--- src/rtl/regfile_wr_arbiter_if.sv ---
// Register-file write arbiter bus.
// Groups the pipeline writeback request, the multicycle-unit request/ready pair and the
// arbitrated register-file write port with its pending/stall status.
//   master : the pipeline/multicycle side (drives requests, observes port and status)
//   slave  : the arbiter (consumes requests, drives the write port and status)
interface regfile_wr_arbiter_if;
    logic        p_we;
    logic [3:0]  p_dest;
    logic [31:0] p_data;
    logic        m_valid;
    logic [3:0]  m_dest;
    logic [31:0] m_data;
    logic        m_ready;
    logic        wb_en;
    logic [3:0]  wb_dest;
    logic [31:0] wb_data;
    logic [14:0] pending;
    logic        pipe_stall;

    modport master (
        output p_we, p_dest, p_data, m_valid, m_dest, m_data,
        input  m_ready, wb_en, wb_dest, wb_data, pending, pipe_stall
    );

    modport slave (
        input  p_we, p_dest, p_data, m_valid, m_dest, m_data,
        output m_ready, wb_en, wb_dest, wb_data, pending, pipe_stall
    );
endinterface

--- src/rtl/regfile_wr_arbiter.sv ---
// Register-file write arbiter.
// Shares the single 15-entry register-file write port between the pipeline writeback
// (fixed priority, no backpressure) and a multicycle unit whose writes are buffered in a
// FIFO_DEPTH-entry FIFO. A pipe write to register d kills every older buffered write to d;
// killed entries still drain in order, using an idle port cycle with wb_en=0.
// Ports:
//   clk  : clock, rising edge
//   rst  : asynchronous active-high reset
//   bus  : regfile_wr_arbiter_if.slave (requests in, write port/pending/pipe_stall out)
// Optional feature: define WR_ARB_STALL_EN to age a live FIFO head that keeps losing to
// the pipe and raise pipe_stall once it has waited STALL_LIMIT cycles.
module regfile_wr_arbiter #(
    parameter int unsigned FIFO_DEPTH  = 4,
    parameter int unsigned STALL_LIMIT = 4
) (
    input logic                   clk,
    input logic                   rst,
    regfile_wr_arbiter_if.slave   bus
);
    localparam int unsigned PtrW = $clog2(FIFO_DEPTH);
    localparam int unsigned CntW = PtrW + 1;

    logic [3:0]          dest_q [FIFO_DEPTH];
    logic [31:0]         data_q [FIFO_DEPTH];
    logic [FIFO_DEPTH-1:0] live_q;
    logic [PtrW-1:0]     rd_ptr_q, wr_ptr_q;
    logic [CntW-1:0]     count_q;

    logic p_req, empty, full, accept, push, pop, head_live;
    logic [15:0] pend_all;

    always_comb begin
        p_req     = bus.p_we && (bus.p_dest != 4'd15);
        empty     = (count_q == '0);
        full      = (count_q == CntW'(FIFO_DEPTH));
        // Ready depends on state only; a full FIFO never takes a same-edge push.
        bus.m_ready = !rst && !full;
        accept    = bus.m_valid && bus.m_ready;
        push      = accept && (bus.m_dest != 4'd15);
        pop       = !rst && !p_req && !empty;
        head_live = !empty && live_q[rd_ptr_q];

        bus.wb_en   = 1'b0;
        bus.wb_dest = 4'd0;
        bus.wb_data = 32'd0;
        if (!rst) begin
            if (p_req) begin
                bus.wb_en   = 1'b1;
                bus.wb_dest = bus.p_dest;
                bus.wb_data = bus.p_data;
            end else if (!empty) begin
                bus.wb_en   = live_q[rd_ptr_q];
                bus.wb_dest = dest_q[rd_ptr_q];
                bus.wb_data = data_q[rd_ptr_q];
            end
        end

        // Slots outside the occupied window are always dead, so scanning all is safe.
        pend_all = '0;
        for (int i = 0; i < int'(FIFO_DEPTH); i++) begin
            if (live_q[i]) pend_all[dest_q[i]] = 1'b1;
        end
        bus.pending = rst ? 15'd0 : pend_all[14:0];
    end

    always_ff @(posedge clk or posedge rst) begin
        if (rst) begin
            live_q   <= '0;
            rd_ptr_q <= '0;
            wr_ptr_q <= '0;
            count_q  <= '0;
            for (int i = 0; i < int'(FIFO_DEPTH); i++) begin
                dest_q[i] <= 4'd0;
                data_q[i] <= 32'd0;
            end
        end else begin
            // Squash first; a push at this same edge is younger and overrides it below.
            if (p_req) begin
                for (int i = 0; i < int'(FIFO_DEPTH); i++) begin
                    if (dest_q[i] == bus.p_dest) live_q[i] <= 1'b0;
                end
            end
            if (pop) begin
                live_q[rd_ptr_q] <= 1'b0;
                rd_ptr_q         <= rd_ptr_q + 1'b1;
            end
            if (push) begin
                dest_q[wr_ptr_q] <= bus.m_dest;
                data_q[wr_ptr_q] <= bus.m_data;
                live_q[wr_ptr_q] <= 1'b1;
                wr_ptr_q         <= wr_ptr_q + 1'b1;
            end
            unique case ({push, pop})
                2'b10:   count_q <= count_q + 1'b1;
                2'b01:   count_q <= count_q - 1'b1;
                default: count_q <= count_q;
            endcase
        end
    end

`ifdef WR_ARB_STALL_EN
    localparam int unsigned AgeW = $clog2(STALL_LIMIT + 1);

    logic [AgeW-1:0] age_q, age_d;
    logic            stall_q, stall_d;
    logic            head_squash;

    always_comb begin
        head_squash = p_req && head_live && (dest_q[rd_ptr_q] == bus.p_dest);
        age_d       = age_q;
        if (pop || head_squash) begin
            age_d = '0;
        end else if (p_req && head_live && (age_q != AgeW'(STALL_LIMIT))) begin
            age_d = age_q + 1'b1;
        end
        // Once raised, the request holds until the head actually leaves the FIFO.
        stall_d = !pop && (stall_q || (age_d >= AgeW'(STALL_LIMIT)));
    end

    always_ff @(posedge clk or posedge rst) begin
        if (rst) begin
            age_q   <= '0;
            stall_q <= 1'b0;
        end else begin
            age_q   <= age_d;
            stall_q <= stall_d;
        end
    end

    assign bus.pipe_stall = stall_q;
`else
    assign bus.pipe_stall = 1'b0;
`endif
endmodule

--- src/flat_wrapper.sv ---
// flat-port wrapper written by rule: the top's interface ports become plain ports
module regfile_wr_arbiter_flat 
#(
    parameter int unsigned FIFO_DEPTH  = 4,
    parameter int unsigned STALL_LIMIT = 4
)
  (clk, rst, bus_p_we, bus_p_dest, bus_p_data, bus_m_valid, bus_m_dest, bus_m_data, bus_m_ready, bus_wb_en, bus_wb_dest, bus_wb_data, bus_pending, bus_pipe_stall);
  regfile_wr_arbiter_if bus_i ();
  input logic clk;
  input logic rst;
  input wire logic [$bits(bus_i.p_we)-1:0] bus_p_we;
  input wire logic [$bits(bus_i.p_dest)-1:0] bus_p_dest;
  input wire logic [$bits(bus_i.p_data)-1:0] bus_p_data;
  input wire logic [$bits(bus_i.m_valid)-1:0] bus_m_valid;
  input wire logic [$bits(bus_i.m_dest)-1:0] bus_m_dest;
  input wire logic [$bits(bus_i.m_data)-1:0] bus_m_data;
  output wire logic [$bits(bus_i.m_ready)-1:0] bus_m_ready;
  output wire logic [$bits(bus_i.wb_en)-1:0] bus_wb_en;
  output wire logic [$bits(bus_i.wb_dest)-1:0] bus_wb_dest;
  output wire logic [$bits(bus_i.wb_data)-1:0] bus_wb_data;
  output wire logic [$bits(bus_i.pending)-1:0] bus_pending;
  output wire logic [$bits(bus_i.pipe_stall)-1:0] bus_pipe_stall;
  assign bus_i.p_we = bus_p_we;
  assign bus_i.p_dest = bus_p_dest;
  assign bus_i.p_data = bus_p_data;
  assign bus_i.m_valid = bus_m_valid;
  assign bus_i.m_dest = bus_m_dest;
  assign bus_i.m_data = bus_m_data;
  assign bus_m_ready = bus_i.m_ready;
  assign bus_wb_en = bus_i.wb_en;
  assign bus_wb_dest = bus_i.wb_dest;
  assign bus_wb_data = bus_i.wb_data;
  assign bus_pending = bus_i.pending;
  assign bus_pipe_stall = bus_i.pipe_stall;
  regfile_wr_arbiter #(.FIFO_DEPTH(FIFO_DEPTH), .STALL_LIMIT(STALL_LIMIT)) u_core (.clk(clk), .rst(rst), .bus(bus_i));
endmodule
--- config.mk ---
export PLATFORM = sky130hd
export DESIGN_NAME = regfile_wr_arbiter_flat
export DESIGN_NICKNAME = d
export VERILOG_FILES = /design/src/rtl/regfile_wr_arbiter_if.sv /design/src/rtl/regfile_wr_arbiter.sv /design/src/flat_wrapper.sv
export SDC_FILE = /design/constraint.sdc
export NUM_CORES = 1
export LEC_CHECK = 0
export CORE_MARGIN = 3
export CORE_UTILIZATION = 55
export CTS_CLUSTER_SIZE = 24
export DETAILED_ROUTE_END_ITERATION = 12
export MAX_ROUTING_LAYER = met4
export PLACE_DENSITY = 0.82
export SLEW_MARGIN = 20
export SYNTH_ARGS = -nofsm -noshare
export SYNTH_HDL_FRONTEND = slang
export SYNTH_SLANG_ARGS = --single-unit
--- constraint.sdc ---
create_clock -name clk -period 16.03 [get_ports clk]
set_input_delay 3.206 -clock clk [delete_from_list [all_inputs] [get_ports clk]]
set_output_delay 3.206 -clock clk [all_outputs]
set_load 0.1 [all_outputs]
==> metrics.md, run 1 <==
| Metric | Value |
|---|---|
| Layout cell share with drive strength beyond 1 | `0.3229` |
| Unique cell type count in the Yosys netlist | `43` |
| Pin count of the biggest net entering global routing | `90` |
| Synth area leader | `dfrtp_1` |
| Pint | `1246 uW` |
| Mapped Nets | `672` |
| Count leader, synth | `dfrtp_1` |
| Post-synth ARST share | `1.000` |
| Hold path endpoint | `u_core.data_q[60]` |
| Synth warn | `0` |
| TritonRoute pass-1 iters | `5` |
| Max Freq | `0.1020 GHz` |
| Worst skew pair latency | `0.43 ns` |
| Seq pwr share | `0.355` |
| Critical path startpoint category | `input port` |
| VDD IR-drop max | `0.1145 mV` |
| Class of the worst hold path | `flip-flop to flip-flop` |
| Number of global-route vias before repair | `6038` |
| Nets | `775` |
| Area Overhead vs Synth | `22.47%` |
| Worst R2R End | `u_core.dest_q[5]` |
| Routed wire length | `19180 um` |
| Synth Register Bits | `155` |
| XOR/XNOR Fraction of Synth Area | `0.02267` |
| GRT Util Overall | `0.2527` |
| Vias | `5496` |
| FP Rows | `43` |
| CP peak stage delay | `1.14 ns` |
| Die Y | `127.5 um` |
| Period utilization | `0.6118` |
| Compound-Gate Fraction of Synth Area | `0.08234` |
| Most used DFF post-synth | `dfrtp_1` |
| Remaining routing DRC violations | `0` |
| Slew Viols, Final | `0` |
| Sw Share | `0.4171` |
| Die width | `127.5 um` |
| Final hold vios | `0` |
| Port-buffer cells | `128` |
| CP Max Fanout | `36` |
| Clock Skews | `0.01110 ns` |
| Clk pwr share | `0.178` |
| RSZ-0062 raised after global routing | `false` |
| CTS tree | `built` |
| Critical path type | `input port to output port` |
| # setup viols final | `0` |
| Avg Synthesized Cell Area | `13.82 um2` |
| Largest family of logic cells by synthesized area | `multiplexers` |
| Fillers | `980` |
| Worst path required time | `12.82 ns` |
| LEAKAGE | `0.004094 uW` |
| Area taken by multi-input logic gates | `3931 um2` |
| Post-CTS setup buffers | `0` |
| Commonest cells in the netlist | `dfrtp_1 (155), mux2_2 (144), a22o_1 (40), mux4_2 (37), clkbuf_1 (23)` |
| Synth top area share | `0.4780` |
| N_diodes | `0` |
| Worst setup margin | `6.224 ns` |
| Starting Density | `0.5734` |
| CP max stage cell | `clkdlybuf4s50_1` |
| H-tree levels | `4` |
| Routed Antenna Nets | `0` |
| Post-CTS Hold Buffers | `0` |
| Clock slew at reported path FFs | `0.06 ns` |
| Ports | `130` |
| DRT iter0 DRCs | `354` |
| CTS root buf | `clkbuf_16` |
| Core footprint | `14150 um2` |
| Mapped cell area | `8114 um2` |
| WHS Path Cells | `1` |
| Setup WS pre-CTS | `6.211 ns` |
| Mux cell area share after synthesis | `0.3039` |
| Adder and majority gate portion of the synthesized area | `0.01480` |
| Synth Instances | `587` |
| Logic gate share of total power | `0.467` |
| Final min period | `9.806 ns` |
| Max Root-Sink Buffers | `2` |
| Initial antenna violation count | `0` |
| Die area | `16250 um2` |
| Total congestion overflow | `0` |
| Worst slew margin | `0.2614` |
| Status | `completed` |
| Routability cong. | `0.8908` |
| Hold Crit Start | `u_core.data_q[60]` |
| Crit path arrival time | `6.60 ns` |
| Resize count post-CTS | `0` |
| Critical path capture point type | `output port` |
| Register Area | `3881 um2` |
| Wire per inst | `21.72 um` |
| R2r startpoint | `u_core.count_q[2]` |
| Worst reg2reg path depth | `4` |
| R2R setup slack | `13.06 ns` |
| Clk sinks | `155` |
| Most used cell, CP | `clkdlybuf4s50_1` |
| Vias per cell | `6.224` |
| Register area share after synthesis | `0.4780` |
| CTS Buf Count | `17` |
| Critical Path, Cell by Cell | `clkdlybuf4s50_1 > nor2_4 > a22o_1 > clkdlybuf4s50_1` |
| Tightest Pin Transition | `1.108 ns` |
| Setup_tns | `0 ns` |
| First-pass GRT wire length | `31100 um` |
| Dpl hpwl | `12440 um` |
| P_sw | `891.1 uW` |
| Cell Pwr Density | `215.0 nW/um2` |
| Worst Hold Slack | `0.5008 ns` |
| Post-synth EDFFs | `0` |
| Max-cap viol count | `0` |
| Largest cells by area after synthesis | `dfrtp_1 (48%), mux2_2 (20%), mux4_2 (10%)` |
| Synth Area in Simple Gates | `0.05937` |
per-stage QoR:
stage                     total power, uW    util  instance area (um2)  cells
final                                2137  0.7023                 9937    883
after global placement               1715  0.6624                 9373    851
after floorplan                      1519       -                 8114    587
after global routing                 2244  0.7023                 9937    883
after CTS                            2147  0.7020                 9933    883
after detailed placement             1763  0.6624                 9373    851
worst max-delay path: cells and delay by family:
family,cells,cell delay (ns)
compound gates,1,0.28
buf+inv,2,2.07
simple gates,1,1.03
final cells by class:
| cell class | instances | area share |
|---|---|---|
| Clock buffer | 18 | 0.04319 |
| Inverter | 7 | 0.003148 |
| Sequential cell | 155 | 0.3906 |
| Clock inverter | 14 | 0.01322 |
| Multi-Input combinational cell | 378 | 0.3956 |
| Timing Repair Buffer | 131 | 0.1316 |
| Tap cell | 180 | 0.02266 |
power groups by stage:
stage	combinational (uW)	clock [uW]	sequential [uW]
detailed placement	1000	0	761
CTS	1010	386	755
floorplan	856	0	663
global route	1060	405	782
global placement	975	0	740
finish	997	381	759
cells in the final DEF, fill, tap and decap left out, types with 2 or more instances in the layout:
cell type,n
a21oi_1,7
a221oi_1,4
a22o_1,40
a22oi_1,18
a31oi_1,6
and2_1,2
and3_1,5
and3b_1,2
buf_4,2
clkbuf_16,17
clkdlybuf4s50_1,128
clkinv_4,4
clkinvlp_4,2
dfrtp_1,153
dfrtp_2,2
ha_1,8
inv_1,6
inv_6,4
inv_8,3
mux2_2,144
mux4_2,37
nand2_1,7
nand2_2,4
nand2b_1,5
nand3_1,7
nand3b_1,6
nor2_1,14
nor2b_1,9
nor3_1,5
nor3b_1,5
nor4_1,4
o21ai_0,2
o22ai_1,4
xnor2_1,4
xor2_1,17
how the worst max path moves through the flow:
stage / from / end / slack, ns / depth (start not counted)
floorplan: bus_p_dest[0] / bus_wb_data[1] / 7.75 / 5
global placement: rst / bus_wb_data[8] / 6.36 / 4
detailed placement: rst / bus_wb_data[26] / 6.21 / 4
CTS: rst / bus_wb_data[26] / 6.22 / 4
global route: rst / bus_wb_data[26] / 6.00 / 4
finish: rst / bus_wb_data[26] / 6.22 / 4
cell families after synthesis:
family	count (synthesis)
multiplexers	182
flip-flops	155
AO/OA/AOI/OAI	84
AND/OR/NAND/NOR	81
buffers and inverters	54
XOR/XNOR	21
adder cells (fa/ha/maj)	9
other	1
flip-flops by register name (all words and copies together), names as in the netlist:
register	count
u_core.count_q	3
u_core.data_q	128
u_core.dest_q	16
u_core.live_q	4
u_core.rd_ptr_q	2
u_core.wr_ptr_q	2
metal layers:
layer,vias up,wire length [um],GRT usage
met1,2843,8083,0.3190
li1,2428,-,-
met5,-,0,-
met4,0,343,0.08202
met3,35,1069,0.06062
met2,190,9678,0.4060
Note: power is estimated with default switching activity, not from simulation.
==> run 2: changes to the inputs <==
--- a/config.mk
+++ b/config.mk
@@ -6,11 +6,11 @@
 export NUM_CORES = 1
 export LEC_CHECK = 0
 export CORE_MARGIN = 3
-export CORE_UTILIZATION = 55
+export CORE_UTILIZATION = 54
 export CTS_CLUSTER_SIZE = 24
 export DETAILED_ROUTE_END_ITERATION = 12
 export MAX_ROUTING_LAYER = met4
-export PLACE_DENSITY = 0.82
+export PLACE_DENSITY = 0.8
 export SLEW_MARGIN = 20
 export SYNTH_ARGS = -nofsm -noshare
 export SYNTH_HDL_FRONTEND = slang
==> constraint.sdc (replaced) <==
create_clock -name clk -period 9.92 [get_ports clk]
set_input_delay 1.984 -clock clk [delete_from_list [all_inputs] [get_ports clk]]
set_output_delay 1.984 -clock clk [all_outputs]
set_load 0.1 [all_outputs]
==> run 2 against run 1 <==
Wire length is 0.91% higher. Global-route usage is 0.24 points lower. Sequential share of layout area is 0.28 points lower. Highest routed layer unchanged.
==> metrics.md, run 2 (synthesized netlist as in run 1, its figures left out) <==
| Metric | Value |
|---|---|
| Sw Share | `0.4009` |
| Layout cell share with drive strength beyond 1 | `0.3229` |
| Post-CTS setup buffers | `0` |
| Final min period | `7.673 ns` |
| Clock slew at reported path FFs | `0.06 ns` |
| Clk pwr share | `0.194` |
| Routed Antenna Nets | `0` |
| Period utilization | `0.7735` |
| Pint | `2115 uW` |
| Tightest Pin Transition | `1.117 ns` |
| Critical path capture point type | `output port` |
| Max Root-Sink Buffers | `2` |
| Pin count of the biggest net entering global routing | `79` |
| P_sw | `1415 uW` |
| Seq pwr share | `0.348` |
| Worst setup margin | `2.247 ns` |
| Cell Pwr Density | `352.6 nW/um2` |
| Area Overhead vs Synth | `23.36%` |
| Routability cong. | `0.9155` |
| RSZ-0062 raised after global routing | `false` |
| Class of the worst hold path | `flip-flop to flip-flop` |
| Dpl hpwl | `12350 um` |
| LEAKAGE | `0.004132 uW` |
| Die area | `16530 um2` |
| Vias | `5482` |
| CTS root buf | `clkbuf_16` |
| Nets | `775` |
| Max-cap viol count | `0` |
| Die Y | `128.6 um` |
| Max reg flops | `128` |
| Port-buffer cells | `128` |
| Setup_tns | `0 ns` |
| Max Freq | `0.1303 GHz` |
| Wire per inst | `21.81 um` |
| Critical path startpoint category | `input port` |
| Status | `completed` |
| Core footprint | `14640 um2` |
| Clk sinks | `155` |
| Crit path arrival time | `5.69 ns` |
| CTS Buf Count | `17` |
| Worst path required time | `7.94 ns` |
| GRT Util Overall | `0.2503` |
| Placed inst area | `9378 um2` |
| Number of global-route vias before repair | `5794` |
| Most flops, register | `u_core.data_q` |
| Slew Viols, Final | `0` |
| DRT iter0 DRCs | `476` |
| Fin area | `10010 um2` |
| CTS tree | `built` |
| Commonest non-fill, non-tap cell in the layout | `dfrtp_1` |
| Post-CTS Hold Buffers | `0` |
| Vias per cell | `6.180` |
| Remaining routing DRC violations | `0` |
| Worst skew pair latency | `0.42 ns` |
| Die width | `128.6 um` |
| Clock Skews | `0.008796 ns` |
| CP Max Fanout | `32` |
| First-pass GRT wire length | `31260 um` |
| Initial antenna violation count | `0` |
| Setup WS pre-CTS | `2.277 ns` |
| Biggest regs | `u_core.data_q: 128 flops, u_core.dest_q: 16 flops, u_core.live_q: 4 flops` |
| N_diodes | `0` |
| # setup viols final | `0` |
| FP Rows | `44` |
| Worst slew margin | `0.2525` |
| Routed wire length | `19350 um` |
| Critical path type | `input port to output port` |
| Starting Density | `0.5541` |
| Most frequent cells in the layout | `dfrtp_1 (153), mux2_2 (144), clkdlybuf4s50_1 (128), a22o_1 (40), mux4_2 (37)` |
| TritonRoute pass-1 iters | `6` |
| H-tree levels | `4` |
| Logic gate share of total power | `0.458` |
| Final hold vios | `0` |
| VDD IR-drop max | `0.2017 mV` |
| Ports | `130` |
| Total congestion overflow | `0` |
| Resize count post-CTS | `0` |
## run 2: changes by cell type in the layout (fill, tap and decap cells not counted)
cell / delta
bufinv_16: +3
inv_8: -3
clkinv_2: +1
clkbuf_8: +5
buf_4: +1
buf_6: -1
clkinvlp_4: -1
clkinv_4: -2
inv_6: -2
clkinv_8: -1
## run 2: stage by stage
stage | power, uW | instances | hold WS (ns) | util
6_report | 3529 | 887 | 0.4877 | 0.6835
5_1_grt | 3703 | 887 | 0.5060 | 0.6835
3_5_place_dp | 2846 | 855 | 0.4799 | 0.6404
2_1_floorplan | 2455 | 587 | 0.4560 | -
4_1_cts | 3542 | 887 | 0.4898 | 0.6835
3_3_place_gp | 2783 | 855 | 0.4722 | 0.6404
## run 2: path summary, 6_finish.rpt
kind	startpoint	slack, ns	to	cells after the start
min in group asynchronous	rst	2.84	u_core.count_q[2]	2
worst max-delay path	rst	2.25	bus_wb_data[30]	5
worst min-delay path	u_core.count_q[2]	0.49	u_core.count_q[2]	1
max in group asynchronous	rst	5.63	u_core.data_q[71]	3
worst max register to register	u_core.count_q[2]	7.00	u_core.data_q[7]	4
worst min register to register	u_core.count_q[2]	0.49	u_core.count_q[2]	1
## run 2: layout make-up
cell class,instances,area [um2]
fill,1024,4634
multi-input combinational,378,3931
sequential,155,3881
timing repair buffer,131,1304
clock buffer,23,498.0
tap,184,230.2
clock inverter,9,133.9
inverter,7,31.28
## run 2: power by group through the flow
stage,registers (uW),logic [uW],clock network [uW]
floorplan,1070,1380,0
global placement,1200,1580,0
detailed placement,1230,1610,0
CTS,1230,1620,692
global route,1270,1710,721
finish,1230,1620,684
## run 2: critical path, stage by stage
cell             delay (ns)
clkdlybuf4s50_1        0.96
a211oi_4               0.89
buf_4                  0.47
a22o_1                 0.20
clkdlybuf4s50_1        1.13
## run 2: routing by layer
| metal | track usage | vias to the layer above | wire length, um |
|---|---|---|---|
| met4 | 0.06115 | 0 | 191 |
| met2 | 0.4024 | 200 | 9639 |
| met1 | 0.3337 | 2837 | 8453 |
| met3 | 0.04732 | 20 | 1064 |
| li1 | - | 2425 | - |
| met5 | - | - | 0 |
==> run 3: changes to the inputs <==
--- a/config.mk
+++ b/config.mk
@@ -6,11 +6,11 @@
 export NUM_CORES = 1
 export LEC_CHECK = 0
 export CORE_MARGIN = 3
-export CORE_UTILIZATION = 54
+export CORE_UTILIZATION = 49
 export CTS_CLUSTER_SIZE = 24
 export DETAILED_ROUTE_END_ITERATION = 12
 export MAX_ROUTING_LAYER = met4
-export PLACE_DENSITY = 0.8
+export PLACE_DENSITY = 0.77
 export SLEW_MARGIN = 20
 export SYNTH_ARGS = -nofsm -noshare
 export SYNTH_HDL_FRONTEND = slang
==> constraint.sdc (replaced) <==
create_clock -name clk -period 6.3 [get_ports clk]
set_input_delay 1.26 -clock clk [delete_from_list [all_inputs] [get_ports clk]]
set_output_delay 1.26 -clock clk [all_outputs]
set_load 0.1 [all_outputs]
==> run 3 against run 2 <==
Global-route usage shrank 1.9 points. Cell count grew 3.5%. Wire length grew 1.8%. Hold slack gained 0.0060 ns. Core utilization shrank 6.7 points. Cell area shrank 1.0%. Critical endpoint is now bus_wb_data[0]. Largest cell class unchanged.
==> metrics.md, run 3 (synthesized netlist as in run 1, its figures left out) <==
| Metric | Value |
|---|---|
| Nets | `776` |
| Worst slew margin | `0.2331` |
| Number of global-route vias before repair | `5959` |
| Finished Core Util | `0.6168` |
| Crit path arrival time | `3.81 ns` |
| Final hold vios | `0` |
| Worst skew pair latency | `0.42 ns` |
| Crit path buffers/inverters | `2` |
| Max Root-Sink Buffers | `2` |
| Total congestion overflow | `0` |
| Max reg flops | `128` |
| TritonRoute pass-1 iters | `4` |
| Starting Density | `0.5053` |
| Vias per cell | `5.975` |
| Post-CTS Hold Buffers | `0` |
| Levels on crit path | `4` |
| Die Y | `134.7 um` |
| Cell Pwr Density | `550.5 nW/um2` |
| Area Overhead vs Synth | `22.07%` |
| Tot Pwr | `5452 uW` |
| Most frequent cells in the layout | `dfrtp_1 (153), mux2_2 (144), clkdlybuf4s50_1 (91), buf_4 (41), a22o_1 (40)` |
| Core footprint | `16060 um2` |
| Worst reg2reg path depth | `4` |
| Resize count post-CTS | `0` |
| H-tree levels | `4` |
| Tightest Pin Transition | `1.146 ns` |
| Worst path required time | `5.04 ns` |
| Final min period | `5.070 ns` |
| N_diodes | `0` |
| Vias | `5485` |
| Clk sinks | `155` |
| CTS Buf Count | `17` |
| Routed Antenna Nets | `0` |
| P_sw | `2215 uW` |
| Critical path startpoint category | `input port` |
| Pin count of the biggest net entering global routing | `129` |
| Logic gate share of total power | `0.470` |
| Critical path type | `input port to output port` |
| Commonest non-fill, non-tap cell in the layout | `dfrtp_1` |
| # setup viols final | `0` |
| Die width | `134.7 um` |
| Critical Path, Cell by Cell | `clkdlybuf4s50_1 > nor2_4 > a22o_1 > buf_4` |
| Clk pwr share | `0.183` |
| First-pass GRT wire length | `31660 um` |
| Max Freq | `0.1973 GHz` |
| Clock Skews | `0.007854 ns` |
| LEAKAGE | `0.004167 uW` |
| Remaining routing DRC violations | `0` |
| Period utilization | `0.8047` |
| Sw Share | `0.4063` |
| FP Rows | `46` |
| Clock slew at reported path FFs | `0.06 ns` |
| CP Max Fanout | `36` |
| VDD IR-drop max | `0.3105 mV` |
| Seq pwr share | `0.347` |
| Biggest regs | `u_core.data_q: 128 flops, u_core.dest_q: 16 flops, u_core.live_q: 4 flops` |
| Dpl hpwl | `12800 um` |
| CP peak stage delay | `1.01 ns` |
| Critical path capture point type | `output port` |
| DRT iter0 DRCs | `489` |
| Initial antenna violation count | `0` |
| Max-cap viol count | `0` |
| Ports | `130` |
| Status | `completed` |
| Most flops, register | `u_core.data_q` |
| WHS Path Cells | `1` |
| Slew Viols, Final | `0` |
| Pint | `3237 uW` |
| Worst Hold Slack | `0.4936 ns` |
| Die area | `18140 um2` |
| Layout cell share with drive strength beyond 1 | `0.3718` |
| RSZ-0062 raised after global routing | `false` |
| Setup_tns | `0 ns` |
| Post-CTS setup buffers | `0` |
| Wire per inst | `21.46 um` |
| Routed wire length | `19700 um` |
| Routability cong. | `0.9007` |
| GRT Util Overall | `0.2314` |
| CP max stage cell | `nor2_4` |
| CTS root buf | `clkbuf_16` |
| CTS tree | `built` |
| Largest delay contributor family on the critical path | `buffers and inverters` |
| Port-buffer cells | `128` |
| Class of the worst hold path | `flip-flop to flip-flop` |
==> run 3: cell count changes in the layout (fill, tap and decap cells not counted), sizes merged <==
cell / change
clkdlybuf4s50: -37
bufinv: -1
buf: +38
inv: -1
==> run 3: area by class of cell <==
cell class,instances,area [um2]
Multi-Input combinational cell,378,3931
Fill cell,1192,6153
Inverter,7,33.78
Timing Repair Buffer,132,1219
Clock inverter,7,91.34
Sequential cell,155,3881
Clock buffer,23,478.0
Tap cell,216,270.3
==> run 3: final timing paths <==
path | start | endpoint | slack, ns
max in group asynchronous | rst | u_core.data_q[99] | 3.19
hold / removal | u_core.count_q[2] | u_core.count_q[2] | 0.49
setup / recovery | rst | bus_wb_data[0] | 1.23
setup reg to reg | u_core.count_q[2] | u_core.data_q[25] | 3.33
hold reg to reg | u_core.count_q[2] | u_core.count_q[2] | 0.49
min in group asynchronous | rst | u_core.count_q[2] | 2.17
==> run 3: through the flow <==
step	setup WS [ns]	cell area (um2)	std cells
CTS	1.254	9902	918
global route	1.043	9905	918
floorplan	0.4596	8114	587
global placement	1.359	9333	888
finish	1.231	9905	918
detailed placement	1.266	9333	888
==> run 3: worst register-to-register path, delay by kind of cell, from the launching register on <==
family        cells  cell delay [ns]
flops             1             0.39
simple gates      3             1.89
mux               1             0.58
==> run 3: layer usage <==
layer / up-vias / routed length, um / share of wire / track usage
met1: 2830 / 8524 / 0.43 / 0.3023
met5: - / 0 / 0 / -
li1: 2430 / - / - / -
met3: 25 / 1172 / 0.059 / 0.04918
met2: 200 / 9705 / 0.49 / 0.3671
met4: 0 / 302 / 0.015 / 0.07183
==> run 3: power groups by stage <==
| stage | registers [uW] | logic [uW] | clock network, uW |
|---|---|---|---|
| after detailed placement | 1900 | 2570 | 0 |
| after global placement | 1840 | 2520 | 0 |
| final | 1890 | 2560 | 996 |
| after floorplan | 1690 | 2180 | 0 |
| after global routing | 1950 | 2720 | 1050 |
| after CTS | 1880 | 2580 | 1010 |
